### config.mk
export PLATFORM = sky130hd
export DESIGN_NAME = cp0_unit
export DESIGN_NICKNAME = d
export VERILOG_FILES = /design/src/rtl/cp0_defs.sv /design/src/rtl/cp0_timer.sv /design/src/rtl/cp0_unit.sv
export SDC_FILE = /design/constraint.sdc
export NUM_CORES = 1
export LEC_CHECK = 0
export CAP_MARGIN = 20
export CORE_MARGIN = 3
export CORE_UTILIZATION = 55
export DETAILED_ROUTE_END_ITERATION = 10
export PLACE_DENSITY = 0.86
export SETUP_SLACK_MARGIN = 0.4
export SLEW_MARGIN = 25
export SYNTH_ARGS = -nofsm -noshare
export SYNTH_HDL_FRONTEND = slang
export SYNTH_SLANG_ARGS = --single-unit
### constraint.sdc
create_clock -name clk -period 7.66 [get_ports clk]
set_input_delay 0.766 -clock clk [delete_from_list [all_inputs] [get_ports clk]]
set_output_delay 0.766 -clock clk [all_outputs]
set_load 0.005 [all_outputs]
### src/rtl/cp0_defs.sv
// Shared CP0 definitions: register numbers, ExcCodes, exc_vec bit positions,
// the BEV exception entry and the exception priority resolver.
package cp0_defs;

    localparam logic [4:0] CP0_BADVADDR = 5'd8;
    localparam logic [4:0] CP0_COUNT    = 5'd9;
    localparam logic [4:0] CP0_COMPARE  = 5'd11;
    localparam logic [4:0] CP0_STATUS   = 5'd12;
    localparam logic [4:0] CP0_CAUSE    = 5'd13;
    localparam logic [4:0] CP0_EPC      = 5'd14;

    localparam logic [4:0] EXC_INT  = 5'h00;
    localparam logic [4:0] EXC_ADEL = 5'h04;
    localparam logic [4:0] EXC_ADES = 5'h05;
    localparam logic [4:0] EXC_SYS  = 5'h08;
    localparam logic [4:0] EXC_BP   = 5'h09;
    localparam logic [4:0] EXC_RI   = 5'h0a;
    localparam logic [4:0] EXC_OV   = 5'h0c;

    localparam int EV_INT     = 0;
    localparam int EV_ADEL_IF = 1;
    localparam int EV_RI      = 2;
    localparam int EV_OV      = 3;
    localparam int EV_SYS     = 4;
    localparam int EV_BP      = 5;
    localparam int EV_ADEL_LS = 6;
    localparam int EV_ADES    = 7;

    localparam logic [31:0] BEV_ENTRY = 32'hBFC0_0380;

    typedef struct packed {
        logic [4:0] code;
        logic       bva;   // cause captures BadVAddr
    } exc_sel_t;

    // Lowest set bit of exc_vec wins.
    function automatic exc_sel_t exc_resolve(input logic [7:0] vec);
        exc_sel_t r;
        int       idx;
        idx = 0;
        for (int i = 7; i >= 0; i--)
            if (vec[i]) idx = i;
        case (idx)
            EV_ADEL_IF: r.code = EXC_ADEL;
            EV_RI:      r.code = EXC_RI;
            EV_OV:      r.code = EXC_OV;
            EV_SYS:     r.code = EXC_SYS;
            EV_BP:      r.code = EXC_BP;
            EV_ADEL_LS: r.code = EXC_ADEL;
            EV_ADES:    r.code = EXC_ADES;
            default:    r.code = EXC_INT;
        endcase
        r.bva = (idx == EV_ADEL_IF) || (idx == EV_ADEL_LS) || (idx == EV_ADES);
        return r;
    endfunction

endpackage

### src/rtl/cp0_timer.sv
// Prescaled Count, Compare and the sticky timer-interrupt flag TI.
module cp0_timer #(
    parameter int COUNT_DIV = 2
) (
    input  logic        clk,
    input  logic        resetn,
    input  logic        count_wen,
    input  logic        compare_wen,
    input  logic [31:0] wdata,
    output logic [31:0] count,
    output logic [31:0] compare,
    output logic        ti
);
    localparam int PW = (COUNT_DIV > 1) ? $clog2(COUNT_DIV) : 1;

    logic [PW-1:0] presc_q, presc_d;
    logic [31:0]   count_q, count_d, compare_q, compare_d;
    logic          ti_q, ti_d;
    logic          tick;

    always_comb begin
        tick      = (presc_q == PW'(COUNT_DIV - 1));
        presc_d   = (tick || count_wen) ? '0 : presc_q + 1'b1;
        count_d   = count_wen ? wdata : (tick ? count_q + 32'd1 : count_q);
        compare_d = compare_wen ? wdata : compare_q;
        ti_d      = ti_q;
        // A load counts as an advance, so loading Count==Compare fires TI.
        if (compare_wen)
            ti_d = 1'b0;
        else if ((count_wen || tick) && (count_d == compare_q))
            ti_d = 1'b1;
    end

    always_ff @(posedge clk or negedge resetn) begin
        if (!resetn) begin
            presc_q   <= '0;
            count_q   <= '0;
            compare_q <= '0;
            ti_q      <= 1'b0;
        end else begin
            presc_q   <= presc_d;
            count_q   <= count_d;
            compare_q <= compare_d;
            ti_q      <= ti_d;
        end
    end

    assign count   = count_q;
    assign compare = compare_q;
    assign ti      = ti_q;
endmodule

### src/rtl/cp0_unit.sv
// CP0 register file and exception/interrupt controller beside the WB stage.
module cp0_unit
    import cp0_defs::*;
#(
    parameter int          HW_INT_NUM  = 6,
    parameter int          COUNT_DIV   = 2,
    parameter int          SYNC_STAGES = 2,
    parameter logic [31:0] EXC_ENTRY   = BEV_ENTRY
) (
    input  logic                  clk,
    input  logic                  resetn,
    input  logic                  cp0_wen,
    input  logic [7:0]            cp0_addr,
    input  logic [31:0]           cp0_wdata,
    output logic [31:0]           cp0_rdata,
    input  logic [7:0]            exc_vec,
    input  logic [31:0]           exc_pc,
    input  logic                  exc_bd,
    input  logic [31:0]           exc_badvaddr,
    input  logic                  eret,
    input  logic [HW_INT_NUM-1:0] ext_int,
    output logic                  int_pending,
    output logic                  exc_taken,
    output logic [31:0]           exc_target,
    output logic [31:0]           cp0_epc,
    output logic                  status_exl
);
    logic                  wr;
    logic [4:0]            wr_reg;
    exc_sel_t              sel;
    logic [31:0]           count, compare;
    logic                  ti;
    logic [HW_INT_NUM-1:0] ext_sync;
    logic [5:0]            ext6;

    logic        exl_q, exl_d, ie_q, ie_d, bd_q, bd_d;
    logic [7:0]  im_q, im_d;
    logic [4:0]  exc_code_q, exc_code_d;
    logic [1:0]  ip_sw_q, ip_sw_d;
    logic [5:0]  ip_hw_q, ip_hw_d;
    logic [31:0] epc_q, epc_d, bva_q, bva_d;
    logic [7:0]  ip;
    logic [31:0] status, cause;

    assign wr        = cp0_wen && (cp0_addr[2:0] == 3'd0);
    assign wr_reg    = cp0_addr[7:3];
    assign exc_taken = resetn && (|exc_vec);
    assign sel       = exc_resolve(exc_vec);
    assign ext6      = 6'(ext_sync);

    generate
        if (SYNC_STAGES == 0) begin : g_nosync
            assign ext_sync = ext_int;
        end else begin : g_sync
            logic [SYNC_STAGES-1:0][HW_INT_NUM-1:0] sync_q;
            always_ff @(posedge clk or negedge resetn) begin
                if (!resetn) begin
                    sync_q <= '0;
                end else begin
                    sync_q[0] <= ext_int;
                    for (int i = 1; i < SYNC_STAGES; i++)
                        sync_q[i] <= sync_q[i-1];
                end
            end
            assign ext_sync = sync_q[SYNC_STAGES-1];
        end
    endgenerate

    cp0_timer #(.COUNT_DIV(COUNT_DIV)) u_timer (
        .clk         (clk),
        .resetn      (resetn),
        .count_wen   (wr && (wr_reg == CP0_COUNT)),
        .compare_wen (wr && (wr_reg == CP0_COMPARE)),
        .wdata       (cp0_wdata),
        .count       (count),
        .compare     (compare),
        .ti          (ti)
    );

    always_comb begin
        exl_d      = exl_q;
        ie_d       = ie_q;
        im_d       = im_q;
        bd_d       = bd_q;
        exc_code_d = exc_code_q;
        ip_sw_d    = ip_sw_q;
        epc_d      = epc_q;
        bva_d      = bva_q;
        ip_hw_d    = {ti | ext6[5], ext6[4:0]};
        if (wr && (wr_reg == CP0_STATUS)) begin
            im_d  = cp0_wdata[15:8];
            exl_d = cp0_wdata[1];
            ie_d  = cp0_wdata[0];
        end
        // Exception overrides ERET and any same-cycle MTC0 to EXL/Cause/EPC.
        if (exc_taken) begin
            exl_d      = 1'b1;
            exc_code_d = sel.code;
            if (!exl_q) begin
                epc_d = exc_bd ? exc_pc - 32'd4 : exc_pc;
                bd_d  = exc_bd;
            end
            if (sel.bva) bva_d = exc_badvaddr;
        end else begin
            if (eret) exl_d = 1'b0;
            if (wr && (wr_reg == CP0_CAUSE)) ip_sw_d = cp0_wdata[9:8];
            if (wr && (wr_reg == CP0_EPC))   epc_d   = cp0_wdata;
        end
    end

    always_ff @(posedge clk or negedge resetn) begin
        if (!resetn) begin
            exl_q      <= 1'b0;
            ie_q       <= 1'b0;
            im_q       <= '0;
            bd_q       <= 1'b0;
            exc_code_q <= '0;
            ip_sw_q    <= '0;
            ip_hw_q    <= '0;
            epc_q      <= '0;
            bva_q      <= '0;
        end else begin
            exl_q      <= exl_d;
            ie_q       <= ie_d;
            im_q       <= im_d;
            bd_q       <= bd_d;
            exc_code_q <= exc_code_d;
            ip_sw_q    <= ip_sw_d;
            ip_hw_q    <= ip_hw_d;
            epc_q      <= epc_d;
            bva_q      <= bva_d;
        end
    end

    assign ip     = {ip_hw_q, ip_sw_q};
    assign status = {9'b0, 1'b1, 6'b0, im_q, 6'b0, exl_q, ie_q};
    assign cause  = {bd_q, ti, 14'b0, ip, 1'b0, exc_code_q, 2'b0};

    always_comb begin
        cp0_rdata = '0;
        if (cp0_addr[2:0] == 3'd0) begin
            case (cp0_addr[7:3])
                CP0_BADVADDR: cp0_rdata = bva_q;
                CP0_COUNT:    cp0_rdata = count;
                CP0_COMPARE:  cp0_rdata = compare;
                CP0_STATUS:   cp0_rdata = status;
                CP0_CAUSE:    cp0_rdata = cause;
                CP0_EPC:      cp0_rdata = epc_q;
                default:      cp0_rdata = '0;
            endcase
        end
    end

    assign int_pending = ie_q && !exl_q && (|(im_q & ip));
    assign exc_target  = exc_taken ? EXC_ENTRY : epc_q;
    assign cp0_epc     = epc_q;
    assign status_exl  = exl_q;
endmodule

==> results by stage, run 1 <==
Floorplan:
- The die width is 139 µm.
- 222 I/O pins were placed.
- The core region is 16900 µm².
- The die covers 19300 µm².
- In this run the core area contains 47 standard-cell rows.
- The initial cell density of the core is 57.4%.
- In this run the vertical extent of the chip is 139 µm.

Drt:
- Once detail routing completed, the nets flagged for antenna violations numbered 0.
- The detailed router finished its first iteration with 1372 violations.
- The wire length per cell after detailed routing is 25.7 µm.
- The number of vias after detailed routing is 9644.
- The vias per cell is 6.58.
- For this block, the routed nets add up to 37600 µm of wire.
- The number of optimization iterations in the first detailed-route pass is 6.
- For this run, design rule violations remaining after detail routing come to 0.

Worst setup path:
- The type of the worst setup path is input port to output port.
- For the worst setup path, the data required time is 6890 ps.
- The worst setup path is launched from an input port.
- The most frequent cell on the critical path is clkdlybuf4s50_1.
- The worst stage delay on the critical path is 780 ps.
- The biggest fanout along the worst timing path is 19.
- STA classifies the critical path endpoint as an output port.
- Broken down by cell family, the worst path's largest delay share belongs to simple AND/OR/NAND/NOR gates.
- STA puts the critical path data arrival time at 3640 ps.
- Counting both buffers and inverters, the worst setup path holds a total of 2.
- The critical path goes through clkdlybuf4s50_1 > nor3b_1 > and3_1 > a222oi_1 > a21oi_1 > clkdlybuf4s50_1.
- The highest-delay cell along the critical path is and3_1.

Timing:
- The worst clock skew is 10.2 ps.
- In the finished design, the share of the clock period the worst path needs comes to 57.6%.
- The final setup violation count is 0.
- The final number of max-transition violations is 0.
- The maximum achievable frequency is 227 MHz.
- Subtracting the final worst setup slack from the clock period gives 4410 ps.
- The slew of the pin with the lowest slew margin is 1090 ps.
- Setup repair after global routing left no endpoint under its margin.
- The sum of negative setup slack is 0 ps.
- The final count of hold timing violations is 0.
- In this run the tightest slew margin relative to its limit is 26.7%.

CTS:
- In this run the post-CTS setup repair buffer count came out at 0.
- The cell chosen for the clock root is clkbuf_16.
- The count of hold-fix buffers inserted at cts is 0.
- The number of cells upsized or downsized after cts is 0.
- The insertion delay of the later-clocked pin in the worst-skew pair is 440 ps.
- The clock tree from TritonCTS is done.
- The number of sinks driven by the clock tree is 165.
- The number of buffers created by CTS is 17.
- The H-tree level count is 4.
- The maximum buffer depth of the clock tree is 2.
- The register clock-pin slew on the reported worst setup and hold paths is 80 ps.

GRT:
- The initial antenna violation count is 0.
- The number of global-route vias before repair is 9525.
- The largest net degree at the start of global routing is 68.
- For this run, the total global-route usage over all layers was measured as 38.3%.
- For this run the aggregate overflow at the end of global routing stands at 0.
- The first global-routing pass estimated 57000 µm of wire.

Synthesis:
- In this run, synthesis inferred 0 flip-flops with an integrated enable.
- The share of synthesized area occupied by flip-flops and latches is 42.5%.
- A synthesized cell averages 9.33 µm².
- The cell area that synthesis handed to floorplanning was 9720 µm².
- The biggest area contributor in the post-synthesis netlist is dfrtp_1.
- Among all cell types in the netlist, the one instantiated most often is dfrtp_1.
- The register bit total from synthesis is 165.
- By area the synthesized netlist is led by dfrtp_1, mux2_2, a21oi_1, xnor2_1, nand2_1.
- The post-synthesis cell count is 1042.
- The Yosys step of the flow raised 0 warnings.
- The synthesized design devotes to its leading area cell type 42.5% of total area.
- Sorting the synthesized cells by how often they occur yields dfrtp_1, nand2_1, a21oi_1.
- The async set or reset register ratio after synthesis is 100%.
- For this run, the leading register cell type out of synthesis is dfrtp_1.
- The number of nets handed over by synthesis was 1167.
- Counting distinct cell types in the post-synthesis netlist gives 68.

Pwr:
- Cell internal power was estimated by the tool at 1.72 mW.
- The relative contribution of the clock network to total power is 34.0%.
- The total power is 2.53 mW.
- Registers are responsible for 44.3% of the overall power.
- The cell leakage power is 5.01 nW.
- In this run the power density over the cells is 200 nW/µm².
- VDD sags by at most 0.208 mV.
- The share of power burned in combinational logic is 21.6%.
- For this design the total switching power over the nets is 0.812 mW.
- The switching power as a share of total power is 32.1%.

Placement:
- At the end of routability-driven placement, the weighted congestion stood at 0.978.
- The count of port buffers added during placement is 221.
- The detailed placement HPWL is 28200 µm.
- The number of placed instances, taps included, is 1433.

Layout:
- Fill cells in the final layout number 1226.
- The repair_antennas step left the layout with diodes totalling 0.
- The count of non-filler cells in the finished layout is 1465.
- The share of cells above drive strength 1 is 11.8%.
- The final net count is 1357.
- The area added between synthesis and finish is 30.4%.

Job:
- Across the run, the number of max-cap violations was 0.

Hold path:
- The tightest min-delay check is of the input port to async pin type.

Status:
- The flow ran to the end, and the final reports show no timing, DRC or antenna violations.
state kept, by name, indices dropped and copies added, names as in the netlist:
signal and cells:
ip_sw_q 2, g_sync.sync_q 6, ip_hw_q 6, u_timer.count 32
ie_q 1, u_timer.compare 32, bd_q 1, ext6 6
u_timer.presc_q 1, cp0_epc 32, bva_q 32, exc_code_q 4
status_exl 1, im_q 8, u_timer.ti 1
per-layer routing:
layer | global-route usage, % | vias to the layer above | routed length [µm]
li1 | - | 4165 | -
met2 | 59.9 | 711 | 17300
met5 | 0 | - | 0
met4 | 14.0 | 0 | 1360
met1 | 51.4 | 4656 | 14100
met3 | 10.8 | 112 | 4810
worst paths after layout:
kind / from / to / slack [ps] / cells after the start
min: resetn / g_sync.sync_q[4] / 220 / 1
max in group asynchronous: resetn / u_timer.count[6] / 5380 / 3
min reg2reg: ext6[1] / ip_hw_q[1] / 350 / 0
min in group clk: ext6[1] / ip_hw_q[1] / 350 / 0
max reg2reg: u_timer.presc_q / u_timer.ti / 4340 / 8
max: cp0_addr[5] / cp0_rdata[13] / 3250 / 6
kinds of logic after synthesis:
group,count (synthesis),share of synthesized area (%)
simple gates,364,19.2
compound gates,240,16.1
flops,165,42.5
buf+inv,93,3.84
mux,92,10.4
xor+xnor,86,7.75
fa+ha+maj,2,0.257
area by class of cell:
| type | instances | area [µm²] | area share (%) |
|---|---|---|---|
| clock buffer | 18 | 439 | 3.47 |
| inverter | 29 | 109 | 0.859 |
| clock inverter | 14 | 159 | 1.25 |
| sequential | 165 | 4130 | 32.6 |
| tap | 220 | 275 | 2.17 |
| multi-input combinational | 784 | 5250 | 41.4 |
| timing repair buffer | 235 | 2310 | 18.3 |
power groups by stage:
| stage | Sequential [mW] | Combinational (mW) | Clock [mW] |
|---|---|---|---|
| after floorplan | 1.07 | 0.271 | 0 |
| after global placement | 1.13 | 0.523 | 0 |
| after detailed placement | 1.13 | 0.539 | 0 |
| after CTS | 1.12 | 0.543 | 0.864 |
| after global routing | 1.13 | 0.589 | 0.902 |
| final | 1.12 | 0.547 | 0.862 |
stage by stage:
| stage | worst slack (ps) | area, µm² | hold WS (ps) | util, % |
|---|---|---|---|---|
| after floorplan | 4590 | 9720 | 331 | - |
| after global placement | 3040 | 12100 | 332 | 71.3 |
| after detailed placement | 3030 | 12100 | 335 | 71.3 |
| after CTS | 2990 | 12700 | 235 | 74.9 |
| after global routing | 3020 | 12700 | 240 | 74.8 |
| final | 3250 | 12700 | 224 | 74.8 |
cells in the final DEF, fill, tap and decap left out, drive strengths merged, types with 10 or more instances in the layout:
master | synthesis | routed
clkdlybuf4s50 | 0 | 219
dfrtp | 165 | 165
nand2 | 105 | 105
a21oi | 90 | 90
nor2 | 85 | 85
mux2 | 69 | 69
o21ai | 48 | 48
xnor2 | 46 | 46
xor2 | 40 | 40
inv | 29 | 36
mux2i | 23 | 23
nor3 | 23 | 23
nor2b | 22 | 22
nand4 | 21 | 21
a222oi | 21 | 21
nand3 | 18 | 18
clkbuf | 46 | 18
a22oi | 17 | 17
nor4 | 17 | 17
buf | 18 | 16
or2 | 15 | 15
and4 | 12 | 12
and3 | 10 | 10
(Power assumes the default switching activity.)
==> run 2, diff against run 1 <==
- CORE_UTILIZATION: 55 -> 51
- PLACE_DENSITY: 0.86 -> 0.81
- clock period: 7.66 -> 4.38 ns (I/O delays scaled with it)
==> results by stage, run 2 (synthesis gave the netlist of run 1 again) <==
Timing:
- The worst clock skew is 7.83 ps (-2.36 ps).
- The sum of negative setup slack was 0 ps (unchanged).
- The maximum achievable frequency is 269 MHz.
- The final cycle utilization of the critical path is 84.8%.
- The headroom to the max-slew limit came to 40.6% (+14 points).
- The slew of the pin with the lowest slew margin is 889 ps (-205 ps).
- The clock period could shrink to 3720 ps.
- The final number of max-transition violations is 0 (unchanged).
- Setup repair after global routing left no endpoint under its margin.
- The final setup violation count is 0 (unchanged).
- The final count of hold timing violations is 0 (unchanged).

Hold path:
- The class of the tightest hold or removal check is flip-flop to flip-flop.
- The worst hold path depth is 0.
- The startpoint of the worst hold path is g_sync.sync_q[5].
- The worst-case hold path end point is ext6[5].

Drt:
- The number of vias after detailed routing is 9665 (+0.22%).
- The number of nets still failing antenna checks after routing came to 0 (unchanged).
- The initial DRC count is 1241 (-9.5%).
- The DRC violation count after routing is 0 (unchanged).
- The vias per cell is 6.54 (-0.66%).
- The overall routed net length is 37600 µm (about the same).
- The number of optimization iterations in the first detailed-route pass is 9 (+3).
- The wire length per cell after detailed routing is 25.4 µm (-0.87%).

CTS:
- The insertion delay of the later-clocked pin in the worst-skew pair is 430 ps (about the same).
- The cell chosen for the clock root is clkbuf_16.
- The clock tree from TritonCTS is done.
- The number of sinks driven by the clock tree is 165 (unchanged).
- The maximum buffer depth of the clock tree is 2 (unchanged).
- The number of buffers created by CTS was 17 (unchanged).
- The register clock-pin slew on the reported worst setup and hold paths was 70 ps (about the same).
- The H-tree level count came to 4 (unchanged).
- The buffers inserted during post-CTS setup optimization was 0 (unchanged).

Layout:
- The core occupancy in the finished layout was 69.4% (-5.4 points).
- The library cell used most frequently in the layout, excluding fill and tap cells, is clkdlybuf4s50_1.
- The number of antenna repair diodes came to 0 (unchanged).
- The share of cells above drive strength 1 is 12.1% (+0.28 points).
- The library cells used most frequently in the layout, excluding fill and tap cells, are clkdlybuf4s50_1, dfrtp_1, nand2_1.
- Relative to the synthesized area, the layout overhead comes to 30.9%.
- The final net count is 1361 (+0.29%).

Worst setup path:
- The number of cell instances on the worst register-to-register path is 8 (unchanged).
- The startpoint identified for the worst register-to-register timing path is u_timer.presc_q.
- The destination of the worst register-to-register timing path is u_timer.ti.
- The setup slack of the worst register-to-register path is 1180 ps (-3160 ps).
- The critical path required time is 3940 ps (-2950 ps).
- The setup path with the least slack is of type input port to output port.
- The type of element launching the critical path is an input port.
- The biggest fanout along the worst timing path is 14 (-5).
- The signal arrival time at the worst endpoint is 3280 ps (-360 ps).
- The kind of end point of the critical path is an output port.

Floorplan:
- The die outline area is 20800 µm² (+7.5%).
- The overall die height is 144 µm (+3.7%).
- The number of placed I/O pins came to 222 (unchanged).
- The die width is 144 µm (+3.7%).
- The row count is 49 (+4.3%).
- The initial cell density of the core is 53.0% (-4.4 points).
- The placeable core area is 18300 µm² (+8.2%).

GRT:
- The global-route usage over all layers is 36.2% (-2.1 points).
- The largest net degree at the start of global routing came to 68 (unchanged).
- The final global-route overflow total came to 0 (unchanged).
- The initial antenna violation count was 0 (unchanged).
- The first-pass GRT wire length is 56000 µm (-1.7%).
- The number of global-route vias before repair is 9402 (-1.3%).

Job:
- The max-cap check violation count came to 0 (unchanged).

Placement:
- The count of port buffers added during placement is 221 (unchanged).
- The final weighted congestion in routability-driven placement is 1.02 (+3.9%).
- The detailed placement HPWL is 28400 µm (+0.92%).

Pwr:
- The share of power burned in combinational logic is 21.6% (about the same).
- The cell internal power dissipation is 3.06 mW (+78%).
- The relative contribution of the clock network to total power is 34.3% (+0.3 points).
- The sequential group share of total power came to 44.1% (-0.2 points).
- The cell leakage power was 5.03 nW (+0.41%).
- The total net switching power was 1.39 mW (+71%).
- The switching power as a share of total power is 31.2% (-0.92 points).
- The power density relative to cell area was 350 nW/µm² (+75%).
- The maximum ir drop on the vdd rail is 0.300 mV (+45%).

Status:
- The run finished with clean final reports.
[run 2: cell types whose count changed in the layout (fill, tap and decap cells not counted), sizes merged]
cell | previous run | this run
bufinv | 0 | 1
buf | 16 | 18
clkdlybuf4s50 | 219 | 220
clkinv | 6 | 4
clkbuf | 18 | 19
dlygate4sd3 | 0 | 1
[run 2: worst max-delay path: stages]
cell             delay (ps)
clkdlybuf4s50_1         470
nor3b_1                 700
nand2_1                 520
nor2_1                  250
a21oi_1                  60
a21oi_1                 270
clkdlybuf4s50_1         560
[run 2: power by group through the flow]
| stage | logic, mW | registers (mW) | clock network, mW |
|---|---|---|---|
| final | 0.961 | 1.96 | 1.53 |
| after global routing | 1.03 | 1.98 | 1.59 |
| after CTS | 0.951 | 1.95 | 1.53 |
| after detailed placement | 0.941 | 1.98 | 0 |
| after global placement | 0.919 | 1.97 | 0 |
| after floorplan | 0.474 | 1.87 | 0 |
[run 2: repair_timing]
| item | 4_1_cts | 5_1_grt |
|---|---|---|
| setup endpoints to repair | 0 | 1 |
| resized for setup | 0 | 1 |
| hold endpoints to repair | 38 | 0 |
| hold buffers | 1 | 0 |
[run 2: worst max-delay path by stage]
stage	startpoint	end	cells past startpoint	slack, ps
finish	cp0_addr[5]	cp0_rdata[0]	7	660
CTS	cp0_addr[5]	cp0_rdata[17]	6	600
global placement	cp0_addr[5]	cp0_rdata[17]	6	630
floorplan	exc_pc[10]	cp0_epc[31]	7	1820
detailed placement	cp0_addr[5]	u_timer.ti	10	610
global route	exc_vec[3]	exc_target[31]	8	490
[run 2: stage by stage]
stage	instance area, µm²	instances	power [mW]	hold WS (ps)	worst slack, ps
floorplan	9720	1042	2.34	142	1820
global placement	12100	1445	2.89	332	630
detailed placement	12100	1445	2.92	336	605
CTS	12700	1478	4.43	351	597
global route	12700	1478	4.61	356	495
finish	12700	1478	4.45	346	665
[run 2: final cells by class]
type | count | area (µm²)
Fill cell | 1423 | 5610
Multi-Input combinational cell | 784 | 5250
Sequential cell | 165 | 4130
Timing Repair Buffer | 239 | 2350
Clock buffer | 19 | 453
Tap cell | 229 | 287
Clock inverter | 13 | 141
Inverter | 29 | 109
[run 2: metal layers]
metal | track usage, % | routed length (µm)
met5 | 0 | 0
met3 | 11.3 | 4510
met4 | 13.5 | 1500
met2 | 55.7 | 17100
met1 | 48.4 | 14500
==> run 3, diff against run 2 <==
- CORE_UTILIZATION: 51 -> 46
- PLACE_DENSITY: 0.81 -> 0.77
- clock period: 4.38 -> 3.3 ns (I/O delays scaled with it)
==> results by stage, run 3 (synthesis gave the netlist of run 1 again) <==
Status:
- The run finished with clean final reports.

Worst setup path:
- The origin of the worst setup path is cp0_addr[6].
- The signal arrival time at the worst endpoint is 2590 ps (-690 ps).
- The worst stage delay on the critical path came to 530 ps (-170 ps).
- The most frequent cell on the critical path is clkdlybuf4s50_1.
- The critical path is of the input port to output port type.
- The highest-delay cell along the critical path is clkdlybuf4s50_1.
- The biggest fanout along the worst timing path came to 16 (+2).
- The launch point of the worst reg-to-reg path is u_timer.presc_q.
- STA classifies the critical path endpoint as an output port.
- The critical path required time came to 2970 ps (-970 ps).
- The worst register-to-register path ends at u_timer.ti.
- The setup slack of the worst register-to-register path came to 450 ps (-730 ps).
- The worst setup path is launched from an input port.
- The total stage count of the critical path was 8 (+1).
- The number of cell instances on the worst register-to-register path is 9 (+1).
- The critical path goes through clkdlybuf4s50_1 > or3b_4 > nor3_4 > buf_12 > buf_16 > a222oi_1 > a21oi_1 > clkdlybuf4s50_1.
- The endpoint of the most critical setup path is cp0_rdata[19].
- The critical path buffer and inverter count was 4 (+2).
- The kind of cell with the highest combined delay along the critical path is buffers and inverters.

Drt:
- The highest metal layer with signal wires is met4.
- The wire length per cell after detailed routing came to 24.7 µm (-2.8%).
- The total length of routed met3 wires is 4270 µm (-5.3%).
- The DRC violation count after routing is 0 (unchanged).
- The number of nets still failing antenna checks after routing is 0 (unchanged).
- The met2 wire length is 17600 µm (+2.7%).
- The overall routed net length was 38800 µm (+3.1%).
- The number of optimization iterations in the first detailed-route pass was 9 (unchanged).
- The sum of routed wire segments on met1 is 15200 µm (+5.2%).
- The vias per cell is 6.17 (-5.6%).
- The initial DRC count is 1235 (-0.48%).
- The number of vias after detailed routing was 9675 (+0.10%).

Timing:
- The final number of max-transition violations is 0 (unchanged).
- Counting I/O delays and the setup requirement, the final critical path takes 2920 ps.
- The final critical-path setup slack is 381 ps (-283 ps).
- The final count of hold timing violations came to 0 (unchanged).
- The slew of the pin with the lowest slew margin is 839 ps (-49.6 ps).
- The final critical path takes up 88.4% of the cycle.
- Derived from the worst setup path, the maximum achievable clock frequency is 343 MHz.
- The worst clock skew is 11.4 ps (+3.52 ps).
- The headroom to the max-slew limit is 44.0% (+3.5 points).
- The sum of negative setup slack is 0 ps (unchanged).
- The post-route worst hold slack came to 292 ps (-54.1 ps).
- The final setup violation count is 0 (unchanged).
- Setup repair after global routing could not meet its margin everywhere.

GRT:
- The number of global-route vias before repair came to 9533 (+1.4%).
- The first-pass GRT wire length is 57900 µm (+3.4%).
- The initial antenna violation count came to 0 (unchanged).
- The global-route usage over all layers was 34.0% (-2.2 points).
- The largest net degree at the start of global routing is 147 (+120%).
- The final global-route overflow total is 0 (unchanged).

Placement:
- The detailed placement HPWL is 29400 µm (+3.3%).
- The count of port buffers added during placement is 221 (unchanged).
- The post-placement worst setup slack is 59.6 ps (-546 ps).
- The post-detailed-placement cell area is 12500 µm² (+3.3%).
- The number of cells in the design after placement is 1525 (+5.5%).
- The final weighted congestion in routability-driven placement came to 1.01 (-0.94%).

Layout:
- Leaving out fill and tap cells, the most frequent cell in the layout is clkdlybuf4s50_1.
- The total non-filler cell area in the finished layout came to 13300 µm² (+4.8%).
- The share of cells above drive strength 1 was 16.2% (+4.1 points).
- The count of non-filler cells in the finished layout is 1567 (+6.0%).
- The final net count was 1408 (+3.5%).
- The top cell types in the final layout, fill and taps aside, are clkdlybuf4s50_1, dfrtp_1, nand2_1.
- The area added between synthesis and finish is 37.1%.
- The final-layout fill cell count is 1702 (+20%).
- The core occupancy in the finished layout was 65.0% (-4.4 points).

Floorplan:
- The overall die height is 151 µm (+5.1%).
- The die outline area was 22900 µm² (+10%).
- The initial cell density of the core came to 47.4% (-5.6 points).
- The row count is 52 (+6.1%).
- The die width was 151 µm (+5.1%).
- The number of placed I/O pins is 222 (unchanged).
- The placeable core area is 20500 µm² (+12%).

Pwr:
- The total power is 5.96 mW (+34%).
- The cell leakage power is 5.53 nW (+9.9%).
- The maximum ir drop on the vdd rail is 0.269 mV (-10%).
- The power density relative to cell area was 447 nW/µm² (+28%).

CTS:
- The insertion delay of the later-clocked pin in the worst-skew pair was 440 ps (about the same).
- The maximum buffer depth of the clock tree was 2 (unchanged).
- The H-tree level count is 4 (unchanged).
- The register clock-pin slew on the reported worst setup and hold paths is 80 ps (about the same).
- The clock tree from TritonCTS is done.
- The number of sinks driven by the clock tree is 165 (unchanged).
- In this run the clock root is driven by a clkbuf_16.
- The number of buffers created by CTS is 17 (unchanged).

Hold path:
- The class of the tightest hold or removal check is input port to async pin.

Job:
- The max-cap check violation count is 0 (unchanged).
-- run 3: changes by cell type in the layout (fill, tap and decap cells not counted), sizes merged, moves of 3 or more --
cell           previous run  this run
buf                      18        64
clkdlybuf4s50           220       195
clkinv                    4         9
dlygate4sd2               0        17
dlymetal6s2s              0         8
inv                      36        33
-- run 3: power breakdown --
part / switching (mW) / internal [mW] / total (mW) / leakage, nW
clock: 0.989 / 1.03 / 2.02 / 0.293
combinational: 0.625 / 0.722 / 1.35 / 3.22
sequential: 0.326 / 2.27 / 2.60 / 2.02
total: 1.94 / 4.02 / 5.96 / 5.53
-- run 3: per-layer routing --
| layer | GRT usage, % | vias up |
|---|---|---|
| met5 | 0 | - |
| li1 | - | 4274 |
| met1 | 45.6 | 4642 |
| met3 | 9.04 | 123 |
| met4 | 13.5 | 0 |
| met2 | 52.7 | 636 |
-- run 3: worst min-delay path by stage --
| stage | end | cells past startpoint |
|---|---|---|
| detailed placement | bva_q[4] | 1 |
| CTS | bva_q[4] | 2 |
| global placement | bva_q[4] | 1 |
| floorplan | bd_q | 0 |
| global route | g_sync.sync_q[3] | 1 |
| finish | bva_q[4] | 2 |
-- run 3: what timing repair did --
item | CTS | global route
resized for setup | 28 | 20
endpoints found under the setup margin | 46 | 29
pin swaps | 15 | 5
endpoints found under the hold margin | 19 | 0
cloned | 1 | 1
buffers inserted | 4 | 2
hold buffers | 1 | 0
-- run 3: final cells by class --
class	count	area [µm²]	share of cell area (%)
clock inverter	15	186	1.40
clock buffer	17	425	3.19
sequential	165	4130	31.0
timing repair buffer	286	2820	21.1
inverter	29	113	0.845
multi-input combinational	784	5320	39.9
antenna	1	2.50	0.0188
tap	270	338	2.53
